<file path="src/rtl/keypad_pkg.sv">
// Shared key codes, scanner state encoding and the 4x4 keypad legend.
package keypad_pkg;

    localparam logic [3:0] KEY_A    = 4'hA;
    localparam logic [3:0] KEY_B    = 4'hB;
    localparam logic [3:0] KEY_C    = 4'hC;
    localparam logic [3:0] KEY_D    = 4'hD;
    localparam logic [3:0] KEY_STAR = 4'hE;
    localparam logic [3:0] KEY_HASH = 4'hF;

    typedef enum logic [1:0] {
        SCAN,
        PRESS_DB,
        HELD,
        REL_DB
    } scan_state_t;

    // Maps row*4+col of a standard phone-style 4x4 pad to its key code.
    function automatic logic [3:0] decode_4x4(input logic [3:0] idx);
        logic [3:0] code;
        case (idx)
            4'd0:    code = 4'h1;
            4'd1:    code = 4'h2;
            4'd2:    code = 4'h3;
            4'd3:    code = KEY_A;
            4'd4:    code = 4'h4;
            4'd5:    code = 4'h5;
            4'd6:    code = 4'h6;
            4'd7:    code = KEY_B;
            4'd8:    code = 4'h7;
            4'd9:    code = 4'h8;
            4'd10:   code = 4'h9;
            4'd11:   code = KEY_C;
            4'd12:   code = KEY_STAR;
            4'd13:   code = 4'h0;
            4'd14:   code = KEY_HASH;
            default: code = KEY_D;
        endcase
        return code;
    endfunction

endpackage

</file>
<file path="src/rtl/keypad_scanner_if.sv">
// Application-side view of the scanner: key events and the digit entry.
interface keypad_scanner_if #(
    parameter int ROWS   = 4,
    parameter int COLS   = 4,
    parameter int DIGITS = 4
);
    localparam int KW = $clog2(ROWS * COLS);
    localparam int CW = $clog2(DIGITS + 1);

    logic                  key_valid;
    logic [KW-1:0]         key_index;
    logic [3:0]            key_code;
    logic [4*DIGITS-1:0]   digits;
    logic [CW-1:0]         digit_count;
    logic                  entry_valid;
    logic [4*DIGITS-1:0]   entry_value;

    modport master (
        output key_valid, key_index, key_code,
        output digits, digit_count, entry_valid, entry_value
    );

    modport slave (
        input key_valid, key_index, key_code,
        input digits, digit_count, entry_valid, entry_value
    );
endinterface

</file>
<file path="src/rtl/keypad_digit_buffer.sv">
// BCD entry buffer: shifts in digits, '*' clears, '#' commits and clears.
module keypad_digit_buffer #(
    parameter int DIGITS = 4
) (
    input  logic                          clk,
    input  logic                          reset,
    input  logic                          key_valid,
    input  logic [3:0]                    key_code,
    output logic [4*DIGITS-1:0]           digits,
    output logic [$clog2(DIGITS+1)-1:0]   digit_count,
    output logic                          entry_valid,
    output logic [4*DIGITS-1:0]           entry_value
);
    import keypad_pkg::*;

    localparam int DW = 4 * DIGITS;

    // Apply one key event to the buffer; entry_valid is a single-cycle pulse.
    always_ff @(posedge clk or negedge reset) begin
        if (!reset) begin
            digits      <= '0;
            digit_count <= '0;
            entry_valid <= 1'b0;
            entry_value <= '0;
        end else begin
            // NOTE: non-blocking assignments so every register here samples
            // pre-edge values, independent of statement order.
            entry_valid <= 1'b0;
            if (key_valid) begin
                if (key_code == KEY_STAR) begin
                    digits      <= '0;
                    digit_count <= '0;
                end else if (key_code == KEY_HASH) begin
                    entry_value <= digits;
                    entry_valid <= 1'b1;
                    digits      <= '0;
                    digit_count <= '0;
                end else if (key_code <= 4'h9 && int'(digit_count) < DIGITS) begin
                    digits      <= (digits << 4) | DW'(key_code);
                    digit_count <= digit_count + 1'b1;
                end
            end
        end
    end

endmodule

</file>
<file path="src/rtl/keypad_scanner.sv">
// Matrix keypad scanner: column drive, row synchroniser, debounce FSM,
// key decode and the digit entry buffer.
module keypad_scanner #(
    parameter int ROWS     = 4,
    parameter int COLS     = 4,
    parameter int SCAN_DIV = 1000,
    parameter int DEBOUNCE = 8,
    parameter int DIGITS   = 4
) (
    input  logic             clk,
    input  logic             reset,
    input  logic [ROWS-1:0]  row_in,
    output logic [COLS-1:0]  col_out,
    keypad_scanner_if.master bus
);
    import keypad_pkg::*;

    localparam int KW   = $clog2(ROWS * COLS);
    localparam int RW   = $clog2(ROWS);
    localparam int CLW  = $clog2(COLS);
    localparam int DIVW = $clog2(SCAN_DIV);
    localparam int DBW  = $clog2(DEBOUNCE + 1);

    logic [ROWS-1:0] row_meta, row_sync;
    logic [DIVW-1:0] div_cnt;
    logic            tick;

    scan_state_t     state;
    logic [CLW-1:0]  col_idx;
    logic [RW-1:0]   row_lat;
    logic [DBW-1:0]  deb_cnt;
    logic            key_valid;
    logic [KW-1:0]   key_index;
    logic [3:0]      key_code;

    logic            any_low;
    logic [RW-1:0]   low_row;
    logic            lat_high;
    logic            deb_done;
    logic [CLW-1:0]  next_col;
    logic            fire;
    logic [3:0]      rel_idx4;
    logic [KW-1:0]   rel_index;
    logic [3:0]      rel_code;

    function automatic logic [COLS-1:0] col_drive(input logic [CLW-1:0] idx);
        return ~({{(COLS-1){1'b0}}, 1'b1} << idx);
    endfunction

    // Two-flop synchroniser for the asynchronous row pins.
    always_ff @(posedge clk or negedge reset) begin
        if (!reset) begin
            // NOTE: rows idle high (pulled up), so the synchroniser resets to
            // ones to avoid a phantom press straight out of reset.
            row_meta <= '1;
            row_sync <= '1;
        end else begin
            row_meta <= row_in;
            row_sync <= row_meta;
        end
    end

    // Sample-tick divider, wrapping every SCAN_DIV cycles.
    always_ff @(posedge clk or negedge reset) begin
        if (!reset)    div_cnt <= '0;
        else if (tick) div_cnt <= '0;
        else           div_cnt <= div_cnt + 1'b1;
    end

    assign tick = (div_cnt == DIVW'(SCAN_DIV - 1));

    // Row priority, debounce completion and release-event decode.
    always_comb begin
        // NOTE: every output of this block gets a default first so no path
        // leaves a value unassigned, which would infer a latch.
        any_low = 1'b0;
        low_row = '0;
        for (int r = ROWS - 1; r >= 0; r--) begin
            if (!row_sync[r]) begin
                any_low = 1'b1;
                low_row = RW'(r);
            end
        end
        lat_high  = row_sync[row_lat];
        deb_done  = (int'(deb_cnt) + 1 >= DEBOUNCE);
        next_col  = (int'(col_idx) == COLS - 1) ? '0 : col_idx + 1'b1;
        fire      = tick && (state == REL_DB) && lat_high && deb_done;
        rel_idx4  = 4'(int'(row_lat) * COLS + int'(col_idx));
        rel_index = KW'(int'(row_lat) * COLS + int'(col_idx));
        rel_code  = (ROWS == 4 && COLS == 4) ? decode_4x4(rel_idx4) : rel_idx4;
    end

    // Scan/debounce FSM with registered column drive and key event.
    always_ff @(posedge clk or negedge reset) begin
        if (!reset) begin
            state     <= SCAN;
            col_idx   <= '0;
            col_out   <= col_drive('0);
            row_lat   <= '0;
            deb_cnt   <= '0;
            key_valid <= 1'b0;
            key_index <= '0;
            key_code  <= '0;
        end else begin
            key_valid <= fire;
            if (fire) begin
                key_index <= rel_index;
                key_code  <= rel_code;
            end
            if (tick) begin
                case (state)
                    SCAN: begin
                        if (any_low) begin
                            row_lat <= low_row;
                            deb_cnt <= DBW'(1);
                            state   <= PRESS_DB;
                        end else begin
                            col_idx <= next_col;
                            col_out <= col_drive(next_col);
                        end
                    end
                    PRESS_DB: begin
                        if (lat_high) begin
                            state   <= SCAN;
                            col_idx <= next_col;
                            col_out <= col_drive(next_col);
                        end else if (deb_done) begin
                            deb_cnt <= '0;
                            state   <= HELD;
                        end else begin
                            deb_cnt <= deb_cnt + 1'b1;
                        end
                    end
                    HELD: begin
                        if (lat_high) begin
                            deb_cnt <= DBW'(1);
                            state   <= REL_DB;
                        end
                    end
                    REL_DB: begin
                        if (!lat_high) begin
                            deb_cnt <= '0;
                            state   <= HELD;
                        end else if (deb_done) begin
                            deb_cnt <= '0;
                            state   <= SCAN;
                            col_idx <= next_col;
                            col_out <= col_drive(next_col);
                        end else begin
                            deb_cnt <= deb_cnt + 1'b1;
                        end
                    end
                    default: state <= SCAN;
                endcase
            end
        end
    end

    keypad_digit_buffer #(.DIGITS(DIGITS)) u_buffer (
        .clk         (clk),
        .reset       (reset),
        .key_valid   (fire),
        .key_code    (rel_code),
        .digits      (bus.digits),
        .digit_count (bus.digit_count),
        .entry_valid (bus.entry_valid),
        .entry_value (bus.entry_value)
    );

    assign bus.key_valid = key_valid;
    assign bus.key_index = key_index;
    assign bus.key_code  = key_code;

endmodule

</file>
<file path="src/flat_wrapper.sv">
// flat-port wrapper written by rule: the top's interface ports become plain ports
module keypad_scanner_flat import keypad_pkg::*;
#(
    parameter int ROWS     = 4,
    parameter int COLS     = 4,
    parameter int SCAN_DIV = 1000,
    parameter int DEBOUNCE = 8,
    parameter int DIGITS   = 4
)
  (clk, reset, row_in, col_out, bus_key_valid, bus_key_index, bus_key_code, bus_digits, bus_digit_count, bus_entry_valid, bus_entry_value);
  keypad_scanner_if #(.ROWS(ROWS), .COLS(COLS), .DIGITS(DIGITS)) bus_i ();
  input  logic clk;
  input  logic reset;
  input  logic [ROWS-1:0] row_in;
  output logic [COLS-1:0] col_out;
  output wire logic [$bits(bus_i.key_valid)-1:0] bus_key_valid;
  output wire logic [$bits(bus_i.key_index)-1:0] bus_key_index;
  output wire logic [$bits(bus_i.key_code)-1:0] bus_key_code;
  output wire logic [$bits(bus_i.digits)-1:0] bus_digits;
  output wire logic [$bits(bus_i.digit_count)-1:0] bus_digit_count;
  output wire logic [$bits(bus_i.entry_valid)-1:0] bus_entry_valid;
  output wire logic [$bits(bus_i.entry_value)-1:0] bus_entry_value;
  assign bus_key_valid = bus_i.key_valid;
  assign bus_key_index = bus_i.key_index;
  assign bus_key_code = bus_i.key_code;
  assign bus_digits = bus_i.digits;
  assign bus_digit_count = bus_i.digit_count;
  assign bus_entry_valid = bus_i.entry_valid;
  assign bus_entry_value = bus_i.entry_value;
  keypad_scanner #(.ROWS(ROWS), .COLS(COLS), .SCAN_DIV(SCAN_DIV), .DEBOUNCE(DEBOUNCE), .DIGITS(DIGITS)) u_core (.clk(clk), .reset(reset), .row_in(row_in), .col_out(col_out), .bus(bus_i));
endmodule
</file>
<file path="config.mk">
export PLATFORM = sky130hd
export DESIGN_NAME = keypad_scanner_flat
export DESIGN_NICKNAME = d
export VERILOG_FILES = /design/src/rtl/keypad_pkg.sv /design/src/rtl/keypad_scanner_if.sv /design/src/rtl/keypad_digit_buffer.sv /design/src/rtl/keypad_scanner.sv /design/src/flat_wrapper.sv
export SDC_FILE = /design/constraint.sdc
export NUM_CORES = 1
export LEC_CHECK = 0
export CAP_MARGIN = 40
export CORE_ASPECT_RATIO = 0.5
export CORE_MARGIN = 8
export CORE_UTILIZATION = 57
export DETAILED_ROUTE_END_ITERATION = 8
export PLACE_DENSITY = 0.93
export SLEW_MARGIN = 40
export SYNTH_ARGS = -nofsm -noshare
export SYNTH_HDL_FRONTEND = slang
export SYNTH_SLANG_ARGS = --single-unit
</file>
<file path="constraint.sdc">
create_clock -name clk -period 8.7 [get_ports clk]
set_input_delay 1.74 -clock clk [delete_from_list [all_inputs] [get_ports clk]]
set_output_delay 1.74 -clock clk [all_outputs]
set_load 0.01 [all_outputs]
</file>
Yosys cells after proc, flatten, opt, wreduce, memory -nomap -nowiden --
Memories as Yosys holds them, arrays and structs flattened. Cells that the tools add are included.
Word-level totals: bits in registers 77, ROM bits 64, input port bits 6, output and inout port bits 49, word-level logic and storage cells 103, memories 1
Cells by class: $add $sub $neg 6, magnitude comparators 4, equal/unequal tests 16, shift-type cells 1, muxes and demuxes 44, bitwise logic cells 3, reductions and logical operators 13
Memory list:
- (name not given) | words 16, bits a word 4, rd ports 1, clocked after Yosys merged registers in 0, wr ports 0, line keypad_pkg.sv:21 | case (idx)
Operators with widths (number):
- 2-to-1 mux 16 bit | 3
- 2-to-1 mux 4 bit | 9
- >= comparator 32 x 5 -> 1 bit, second input constant | 1
- 2-to-1 mux 2 bit | 15
- bitwise OR 16 x 4 -> 16 bit | 1
- case mux 4 bit (4 select lines) | 1
- case mux 4 bit (3 select lines) | 1
- adder 10 x 1 -> 10 bit, second input constant | 1
- equality test 10 bit, second input constant | 1
- 2-to-1 mux 10 bit | 1
- != test 2 x 1 -> 1 bit, second input constant | 5
- 2-to-1 mux 3 bit | 3
- equality test 4 bit, second input constant | 2
- 2-to-1 mux 1 bit | 8
- case mux 2 bit (4 select lines) | 1
- case mux 2 bit (3 select lines) | 1
- AND reduction 3 bit | 2
- AND reduction 6 bit | 1
- nonzero test 3 bit | 2
- adder 4 x 1 -> 5 bit, second input constant | 1
- AND reduction 5 bit | 1
- adder 4 x 1 -> 4 bit, second input constant | 1
- adder 4 x 2 -> 4 bit | 1
- equality test 2 x 1 -> 1 bit, second input constant | 2
- other kinds (17) | 22

Longest topological paths before layout --
Gate-level depths: netlist of the first run.
word-level depth 7, mapped depth 8, mapped depth without buffers 7

Cells and area by module --
Synthesis of the first run repeated with hierarchy kept, for this count alone.
Second synthesis, totals: cell total of the unflattened synthesis 310, area total of the unflattened synthesis 3484.6 µm²
Modules (own cells, without submodules):
- keypad_scanner | times used 1, cells each 174, area an instance 1965.6 µm², sequential area each 1039.7 µm²
- keypad_digit_buffer | times used 1, cells each 136, area an instance 1519.0 µm², sequential area each 900.9 µm²

Least setup slack after synthesis of the first run --
Ideal clock, no wire load.
path type register to register, start register u_core.col_idx[0], end register u_core.u_buffer.entry_value[10], library setup time 125 ps, arrival time 2622 ps, required time 8575 ps, setup slack 5953 ps, cell stages (with the launch flop) 9, path buffers 1, period minus slack after synthesis 2747 ps, cell sequence dfrtp_1 inv_1 ha_1 inv_1 mux4_2 or3_4 nor4_4 buf_8 mux2_4
Between the ends: longest elaborated chain between the ends 5, elaborated cells on any way between the ends 6, classes of those cells 1 x add/sub; 2 x eq/ne; 1 x bitwise; 1 x reduce/logical; 1 x memory
Ends and longest elaborated chain:
- start: declaration | line keypad_scanner.sv:29 | logic [CLW-1:0] col_idx;
- start signal: assignment | line keypad_scanner.sv:118 | col_idx <= next_col;
- start signal: assignment | line keypad_scanner.sv:125 | col_idx <= next_col;
- start signal: assignment | line keypad_scanner.sv:147 | col_idx <= next_col;
- adder 4 x 2 -> 4 bit (*) | line keypad_scanner.sv:88 | rel_idx4 = 4'(int'(row_lat) * COLS + int'(col_idx));
- memory read (16 x 4 bit) (*)
- equality test 4 bit | line keypad_digit_buffer.sv:30 | if (key_code == KEY_STAR) begin
- NOT 1 bit (no source line)
- AND reduction 3 bit (no source line) (*)
- end signal: assignment | line keypad_digit_buffer.sv:34 | entry_value <= digits;
- end: declaration | line keypad_digit_buffer.sv:12 | output logic [4*DIGITS-1:0] entry_value
Every way passes the cells marked *; elsewhere a longest branch is shown, timed or not. A chain may end at the register's enable or synchronous reset.

Worst setup path after layout of the first run --
start register u_core.col_out[1], end output port col_out[1]
RTL lines:
- start: declaration | line keypad_scanner.sv:13 | output logic [COLS-1:0] col_out,
- start signal: assignment | line keypad_scanner.sv:98 | col_out <= col_drive('0);
- start signal: assignment | line keypad_scanner.sv:119 | col_out <= col_drive(next_col);
- start signal: assignment | line keypad_scanner.sv:126 | col_out <= col_drive(next_col);
- end: declaration | line flat_wrapper.sv:15 | output logic [COLS-1:0] col_out;
No word-level cell between the ends.

==> results of run 1 <==
[placed cells by master (no fill, tap or decap), types with 2 or more instances in the layout]
cell type        synthesis  final
nand4_1                  3      3
nand2_1                 16     16
nor3b_1                  3      3
mux2i_1                  9      9
clkdlybuf4s50_1          0     53
o31ai_1                  2      2
xor2_1                   3      3
and3_1                   4      4
a211oi_1                 6      6
a22o_1                  14     14
inv_1                   13     13
o2bb2ai_1                3      3
nor2_1                  14     13
nor2b_1                  2      2
xnor2_1                  3      3
nand3_1                  9      9
dfstp_2                 11     11
ha_1                    10     10
a31oi_1                  4      4
mux2_4                  10     10
o211ai_1                 3      3
clkbuf_16                0      9
bufinv_16                0      2
a21oi_1                  5      5
inv_6                    0      2
dfrtp_1                 66     66
mux2_2                  10     10
o21ai_0                 13     13
and2_1                   2      2
a21o_1                   2      2
[through the flow]
step	hold WS [ns]	instance area (um^2)	util, %	power, uW
after floorplan	0.3452	3329	-	370.0
after global placement	0.3461	3915	70.38	378.8
after detailed placement	0.3468	3923	70.51	379.7
after CTS	0.3550	4255	76.50	789.9
after global routing	0.3565	4258	76.54	809.3
final	0.3545	4258	76.54	786.4
[per-layer routing]
| layer | vias up | part of all wire (%) |
|---|---|---|
| li1 | 1054 | - |
| met1 | 1183 | 41 |
| met2 | 137 | 49 |
| met3 | 26 | 8.2 |
| met4 | 0 | 2.4 |
| met5 | - | 0 |
[worst paths after layout]
check / startpoint / to / cells past startpoint
max in group asynchronous: reset / u_core.u_buffer.entry_value[12] / 1
hold reg to reg: u_core.row_meta[2] / u_core.row_sync[2] / 0
min in group asynchronous: reset / u_core.col_idx[1] / 1
setup reg to reg: u_core.deb_cnt[0] / u_core.u_buffer.digit_count[0] / 7
setup / recovery: u_core.col_out[1] / col_out[1] / 1
hold / removal: u_core.row_meta[2] / u_core.row_sync[2] / 0
[layout make-up]
cell class	count	area, um^2	share of cell area, %
Tap cell	73	91.34	2.145
Multi-Input combinational cell	162	1287	30.24
Clock buffer	10	239.0	5.613
Sequential cell	77	1941	45.58
Clock inverter	6	93.84	2.204
Inverter	15	56.30	1.322
Timing Repair Buffer	55	549.3	12.90
[state kept, by name (all words and copies together), names as in the netlist, named ones only]
register,count
u_core.bus.key_index,4
u_core.u_buffer.entry_value,16
u_core.div_cnt,10
u_core.col_idx,2
u_core.row_meta,4
u_core.bus.key_code,4
u_core.u_buffer.digit_count,3
u_core.deb_cnt,4
u_core.state,1
u_core.u_buffer.entry_valid,1
u_core.u_buffer.digits,16
u_core.row_lat,2
u_core.bus.key_valid,1
u_core.row_sync,4
u_core.col_out,4
[synth_stat cells, drive strengths merged]
| master | number | area (um^2) |
|---|---|---|
| a211oi | 6 | 45.04 |
| o211ai | 3 | 22.52 |
| mux4 | 2 | 48.80 |
| and2 | 2 | 12.51 |
| o21ai | 14 | 70.06 |
| nor2b | 2 | 12.51 |
| buf | 4 | 36.28 |
| o2bb2ai | 3 | 26.28 |
| mux2i | 9 | 90.09 |
| clkinv | 1 | 3.750 |
| a2bb2oi | 1 | 8.760 |
| a31oi | 4 | 25.02 |
| nand2b | 1 | 6.260 |
| and3 | 4 | 25.02 |
| nor4 | 1 | 21.27 |
| mux2 | 20 | 262.8 |
| nand3 | 9 | 45.04 |
| nand4 | 3 | 18.77 |
| inv | 14 | 52.55 |
| nand2 | 16 | 60.06 |
| dfstp | 11 | 289.0 |
| o41ai | 1 | 8.760 |
| xor2 | 3 | 26.28 |
| o31ai | 2 | 15.01 |
| or3 | 1 | 11.26 |
| clkbuf | 4 | 15.01 |
| nor3 | 1 | 5.000 |
| a21oi | 5 | 25.02 |
| nor2 | 14 | 52.55 |
| a21o | 2 | 15.01 |
| a22oi | 1 | 7.510 |
| a22o | 15 | 132.6 |
| nor3b | 3 | 22.52 |
| o21a | 1 | 7.510 |
| dfrtp | 66 | 1652 |
| ha | 10 | 125.1 |
| xnor2 | 3 | 26.28 |
[power groups by stage]
stage	Clock [uW]	Sequential, uW	Combinational, uW
finish	414	363	10.2
global route	435	363	12.1
CTS	416	363	10.8
detailed placement	0	369	10.7
global placement	0	369	10.0
floorplan	0	369	1.21
[cells by family after synthesis]
kind of cell,Yosys count,synth area share [%]
xor gates and xnor gates,6,1.579
buffers and inverters,23,3.231
muxes,31,12.06
adders and majority gates,10,3.758
DFF,77,58.29
and+or+nand+nor,57,8.793
AOI/OAI and AO/OA,58,12.29
==> reports/qor.txt, run 1 <==
Critical Path RT: 6.96 ns
Vias in the first global route: 2,454
Slew margin rel.: 45.70%
CP endpoint kind: output port
CTS tree: yes
Startpoint Class: flip-flop
# placed instances: 382
Gate power share: 1.3%
Post-Syn Area: 0.003329 mm^2
Cell family with most CP delay: buffers and inverters
Worst min path class: flip-flop to flip-flop
Flop and latch count out of synthesis: 77
First-pass GRT wire length: 13.17 mm
Slowest cell delay on critical path: 0.54 ns
Met2 Use GR: 30.96%
Slowest cell on the critical path: clkdlybuf4s50_1
Max Root-Sink Buffers: 2
Pre-antenna DRT Iters: 5
Setup TNS: 0 ns
Fin cells: 398
Final worst-path setup slack: 5.548 ns
Sw frac: 20.43%
H-tree levels: 3
Synth-to-layout area growth: 27.88%
WS Path Type: flip-flop to output port
Diodes inserted: 0
Die area: 0.008691 mm^2
Via density: 6.030
Pleak: 0.001907 uW
Post-CTS setup buffers: 0
Internal power: 625.7 uW
Crit path buf inv count: 1
Row cnt: 19
CP cell instances: clkdlybuf4s50_1
Synth warn: 0
VDD IR max: 138.2 uV
Syn Area/Cell: 12.71 um^2
Clk_skew: 0.008746 ns
Sinks on Clock Net: 77
Netlist cell types: 44
Hpwl dp: 4.830 mm
Min Tclk post-route: 3.152 ns
Final hold viol count: 0
Input/output buffers: 54
Drt wl/cell: 20.01 um
Psw: 160.7 uW
Number of remaining DRC errors: 0
Gr busiest metal: met2
Max-slew violations: 0
Dpl ws: 5.640 ns
RSZ-0062 raised after global routing: no
Reg-to-reg slack, setup: 5.62 ns
Routed via count: 2,400
GRT Total Usage: 19.47%
CTS Buf Count: 9
Clock network latency to the later pin of the worst-skew pair: 0.34 ns
Count of final setup violators: 0
CP arrival: 1.41 ns
Max-cap violations: 0
Mapped Cells: 262
Clk pwr share: 52.6%
Largest net degree at the start of global routing: 78
Post-CTS Resized: 0
Worst-path clk slew: 0.06 ns
Total wire length: 7.963 mm
Share of layout cells above drive strength 1: 17.23%
Reg power frac: 46.1%
Routed Antenna Nets: 0
Die Span Y: 70.04 um
Detailed Route Iter0 Violations: 340
Clock root cell: clkbuf_16
Gr ovfl total: 0
Met1 Usage GRT: 23.86%
Fmax: 317.3 MHz
Final GP Congestion: 0.7422
Met3 GRT Util: 5.533%
Initial antenna violation count: 0
Nets@finish: 336
Hold_buf cts: 0
Crit path max fanout: 2
Total power density per cell area: 184.7 mW/mm^2
Core area: 0.005563 mm^2
Status: finished clean
Final Cycle Share: 36.23%
FILL cells: 313
Die W: 124.1 um
Worst-Margin Slew: 0.7918 ns
Syn Nets: 278
I/O pin count: 55
Register area share after synthesis: 58.29%
Initial Util: 59.85%
No activity file was read; power rests on OpenSTA's default activity.
==> inputs of run 2 (changes only) <==
--- a/config.mk
+++ b/config.mk
@@ -8,9 +8,9 @@
 export CAP_MARGIN = 40
 export CORE_ASPECT_RATIO = 0.5
 export CORE_MARGIN = 8
-export CORE_UTILIZATION = 57
+export CORE_UTILIZATION = 53
 export DETAILED_ROUTE_END_ITERATION = 8
-export PLACE_DENSITY = 0.93
+export PLACE_DENSITY = 0.87
 export SLEW_MARGIN = 40
 export SYNTH_ARGS = -nofsm -noshare
 export SYNTH_HDL_FRONTEND = slang
==> constraint.sdc (replaced) <==
create_clock -name clk -period 3 [get_ports clk]
set_input_delay 0.6 -clock clk [delete_from_list [all_inputs] [get_ports clk]]
set_output_delay 0.6 -clock clk [all_outputs]
set_load 0.01 [all_outputs]
==> run 2 against run 1 <==
  * Clock skew decreased by 0.0025 ns
  * Sequential share of layout area is 0.20 points lower
  * Register-to-register slack worse by 5.4 ns
  * Total power rose to 2.6 times the previous value
  * Sequential power rose to 2.9 times the previous value
  * Combinational power rose to 2.9 times the previous value
  * Worst setup slack worse by 5.4 ns
==> reports/qor.txt, run 2 (synthesis gave the netlist of run 1 again) <==
Pleak: 0.001917 uW
Post-CTS Resized: 0
Clock root cell: clkbuf_16
Vias in the first global route: 2,389
First-pass GRT wire length: 12.08 mm
Total power density per cell area: 485.4 mW/mm^2
Input/output buffers: 54
Hpwl dp: 4.828 mm
Nets@finish: 342
Diodes inserted: 0
Initial antenna violation count: 0
Biggest regs: u_core.u_buffer.digits x16, u_core.u_buffer.entry_value x16, u_core.div_cnt x10
Setup TNS: 0 ns
Die Span Y: 72.05 um
Sw frac: 21.69%
Final hold viol count: 0
Row cnt: 20
Wire length on met2: 3.595 mm
Synth-to-layout area growth: 28.45%
CP arrival: 3.04 ns
Commonest non-fill, non-tap cell in the layout: dfrtp_1
Clock network latency to the later pin of the worst-skew pair: 0.33 ns
Most frequent cells in the layout: dfrtp_1 (66), clkdlybuf4s50_1 (53), nand2_1 (16)
Reg power frac: 50.7%
Worst-path clk slew: 0.06 ns
Detailed Route Iter0 Violations: 205
Routed via count: 2,306
Final GP Congestion: 0.8098
Share of layout cells above drive strength 1: 18.13%
Hold_buf cts: 0
Max-slew violations: 0
RSZ-0062 raised after global routing: no
Critical Path RT: 3.21 ns
H-tree levels: 3
Clk_skew: 0.006265 ns
Final Cycle Share: 94.31%
Initial Util: 54.75%
Number of remaining DRC errors: 0
VDD IR max: 281.8 uV
Sinks on Clock Net: 77
Post-CTS setup buffers: 0
GRT Total Usage: 16.54%
Die W: 128.1 um
Worst min path class: input pin to async pin
Pre-antenna DRT Iters: 4
Psw: 450.3 uW
Largest net degree at the start of global routing: 78
Via density: 5.504
Count of final setup violators: 0
Drt wl/cell: 16.84 um
Slew margin rel.: 47.91%
CTS tree: yes
Clk pwr share: 47.9%
Startpoint Class: flip-flop
Gate power share: 1.4%
WS Path Type: flip-flop to flip-flop
I/O pin count: 55
Min Tclk post-route: 2.829 ns
Max-cap violations: 0
Status: finished clean
Placed Area: 0.003995 mm^2
Max Root-Sink Buffers: 2
Fmax: 353.4 MHz
Internal power: 1626 uW
Crit path max fanout: 16
Total wire length: 7.058 mm
Gr ovfl total: 0
Routed Antenna Nets: 0
Top layer in use: met4
Crit path from: u_core.col_idx[1]
CP endpoint kind: flip-flop
Wire length on met3: 441 um
Design area: 0.004277 mm^2
Core area: 0.006081 mm^2
Total power: 2076 uW
WL met1: 2.965 mm
CTS Buf Count: 9
R2R Path Start: u_core.col_idx[1]
Die area: 0.009228 mm^2
Worst-Margin Slew: 0.7596 ns
Final Util: 70.33%
-- run 2: cell types whose count changed in the layout (fill, tap and decap cells not counted), sizes merged --
| cell | delta |
|---|---|
| bufinv | -2 |
| inv | +1 |
| buf | +6 |
| clkbuf | -1 |
| clkinv | +2 |
-- run 2: final cells by class --
class	instances	area, um^2
multi-input combinational	162	1281
timing repair buffer	61	606.8
clock inverter	7	56.30
tap	88	110.1
clock buffer	9	225.2
fill	417	1804
inverter	15	56.30
sequential	77	1941
-- run 2: power by group through the flow --
stage	registers (uW)	clock network, uW	logic, uW
after floorplan	1070	0	3.51
after CTS	1050	1020	30.7
final	1050	995	29.3
after global routing	1050	1080	34.4
after detailed placement	1070	0	30.8
after global placement	1070	0	29.0
-- run 2: final timing paths --
kind                                             endpoint  slack (ns)  depth (start not counted)
max                        u_core.u_buffer.entry_value[1]        0.17                          8
min                                     u_core.deb_cnt[1]        0.28                          1
max reg2reg                u_core.u_buffer.entry_value[1]        0.17                          8
min reg2reg                            u_core.row_sync[3]        0.36                          0
max in group asynchronous               u_core.deb_cnt[2]        2.26                          1
min in group clk                       u_core.row_sync[3]        0.36                          0
-- run 2: critical path: stages, from the launching register on --
cell and delay [ns]:
dfrtp_1 0.44, inv_1 0.20, ha_1 0.22, inv_1 0.04, mux4_2 0.55, or3_4 0.43, nor4_4 0.27, buf_12 0.21
mux2_2 0.35
-- run 2: routing by layer --
| metal | track usage [%] | vias up |
|---|---|---|
| met4 | 6.266 | 0 |
| met2 | 27.82 | 75 |
| met5 | 0 | - |
| li1 | - | 1074 |
| met3 | 5.117 | 6 |
| met1 | 19.71 | 1151 |
-- run 2: stage by stage --
step | instances | setup slack [ns] | hold slack [ns]
2_1_floorplan | 262 | 0.2526 | 0.3044
3_3_place_gp | 403 | 0.3445 | 0.3461
3_5_place_dp | 403 | 0.2141 | 0.3487
4_1_cts | 419 | 0.1623 | 0.3092
5_1_grt | 419 | 0.02352 | 0.3290
6_report | 419 | 0.1707 | 0.2826
==> inputs of run 3 (changes only) <==
==> constraint.sdc (replaced) <==
create_clock -name clk -period 2.68 [get_ports clk]
set_input_delay 0.536 -clock clk [delete_from_list [all_inputs] [get_ports clk]]
set_output_delay 0.536 -clock clk [all_outputs]
set_load 0.01 [all_outputs]
==> run 3 against run 2 <==
  * Clock skew fell by 0.0019 ns
  * Total power rose by 17%
  * Worst setup slack got worse by 0.12 ns
  * Global-route usage rose by 0.49 points
  * Highest routed layer unchanged
==> reports/qor.txt, run 3 (synthesis gave the netlist of run 1 again) <==
Final hold viol count: 0
Clk pwr share: 50.2%
Total power density per cell area: 556.5 mW/mm^2
Diodes inserted: 0
Gate power share: 1.3%
CTS Buf Count: 9
Setup TNS: 0 ns
Min Tclk post-route: 2.631 ns
FILL cells: 390
Crit path max fanout: 5
Clk_skew: 0.004365 ns
Met1 Usage GRT: 19.83%
CP arrival: 2.84 ns
Clock network latency to the later pin of the worst-skew pair: 0.33 ns
Design area: 0.004365 mm^2
Startpoint Class: flip-flop
WS Path Type: flip-flop to flip-flop
Number of remaining DRC errors: 0
Placed Area: 0.004005 mm^2
Initial antenna violation count: 0
Share of layout cells above drive strength 1: 21.36%
Fin cells: 425
Gr ovfl total: 0
Reg power frac: 48.5%
GRT Total Usage: 17.03%
Max-cap violations: 0
Input/output buffers: 54
Routed via count: 2,383
Worst-Margin Slew: 0.6686 ns
Vias in the first global route: 2,442
Sinks on Clock Net: 77
Drt wl/cell: 17.85 um
Pleak: 0.001955 uW
Row cnt: 20
Via density: 5.607
Hold_buf cts: 0
Internal power: 1931 uW
Hpwl dp: 4.983 mm
Biggest regs: u_core.u_buffer.digits x16, u_core.u_buffer.entry_value x16, u_core.div_cnt x10
CTS tree: yes
Clock root cell: clkbuf_16
Total wire length: 7.585 mm
Final worst-path setup slack: 0.04903 ns
Synth-to-layout area growth: 31.12%
Die Span Y: 72.05 um
Initial Util: 54.75%
CP endpoint kind: flip-flop
Fmax: 380.1 MHz
Detailed Route Iter0 Violations: 206
Count of final setup violators: 0
Max Root-Sink Buffers: 2
Dpl ws: 0.06839 ns
RSZ-0062 raised after global routing: no
Sw frac: 20.52%
Gr busiest metal: met2
Critical Path RT: 2.89 ns
Slew margin rel.: 55.43%
Most frequent cells in the layout: dfrtp_1 (65), clkdlybuf4s50_1 (53), nand2_1 (16)
Worst min path class: input pin to async pin
I/O pin count: 55
Largest net degree at the start of global routing: 78
# placed instances: 406
Met3 GRT Util: 4.678%
Pre-antenna DRT Iters: 4
Commonest non-fill, non-tap cell in the layout: dfrtp_1
Psw: 498.5 uW
Die area: 0.009228 mm^2
Final GP Congestion: 0.8463
VDD IR max: 292.7 uV
Met2 Use GR: 29.63%
Max-slew violations: 0
Die W: 128.1 um
Final Cycle Share: 98.17%
Core area: 0.006081 mm^2
Nets@finish: 348
Worst-path clk slew: 0.06 ns
Status: finished clean
First-pass GRT wire length: 12.37 mm
H-tree levels: 3
Routed Antenna Nets: 0
[run 3: worst paths after layout]
path                       slack, ns  cells past startpoint                        endpoint               start
hold / removal                  0.21                      1               u_core.deb_cnt[3]               reset
hold reg to reg                 0.35                      0              u_core.row_sync[0]  u_core.row_meta[0]
setup / recovery                0.05                      8  u_core.u_buffer.entry_value[4]   u_core.col_idx[1]
max in group asynchronous       1.97                      1               u_core.row_lat[0]               reset
setup reg to reg                0.05                      8  u_core.u_buffer.entry_value[4]   u_core.col_idx[1]
min in group clk                0.35                      0              u_core.row_sync[0]  u_core.row_meta[0]
[run 3: routing by layer]
metal,vias up,routed length [um]
met5,-,0
met1,1217,3187
met3,11,380
met4,0,107
met2,71,3910
li1,1084,-
[run 3: stage by stage]
step / utilization [%] / power (uW) / hold slack (ns)
floorplan: - / 1201 / 0.2404
global placement: 65.80 / 1230 / 0.3452
detailed placement: 65.86 / 1232 / 0.3472
CTS: 70.82 / 2448 / 0.2475
global route: 71.79 / 2501 / 0.2757
finish: 71.79 / 2429 / 0.2088
[run 3: what timing repair did]
action,4_1_cts,5_1_grt
resized for setup,0,11
buffers inserted,0,2
setup endpoints to repair,0,16
[run 3: power by group through the flow]
stage	Clock (uW)	Sequential [uW]	Combinational, uW
after floorplan	0	1200	3.93
after global placement	0	1200	32.3
after detailed placement	0	1200	34.6
after CTS	1240	1180	34.9
after global routing	1280	1180	39.4
final	1220	1180	32.7
[run 3: critical path: stages, from the launching register on]
cell and delay (ns):
dfrtp_1 0.40, inv_2 0.13, ha_4 0.15, inv_1 0.03
mux4_2 0.48, or3_4 0.43, nor4_4 0.36, buf_6 0.18
mux2_2 0.34
[run 3: area by class of cell]
cell class / instances / area (um^2) / share of cell area (%)
clock buffer: 11 / 242.7 / 5.560
clock inverter: 5 / 58.81 / 1.347
multi-input combinational: 162 / 1309 / 29.98
inverter: 15 / 56.30 / 1.290
timing repair buffer: 67 / 646.9 / 14.82
sequential: 77 / 1942 / 44.48
tap: 88 / 110.1 / 2.522
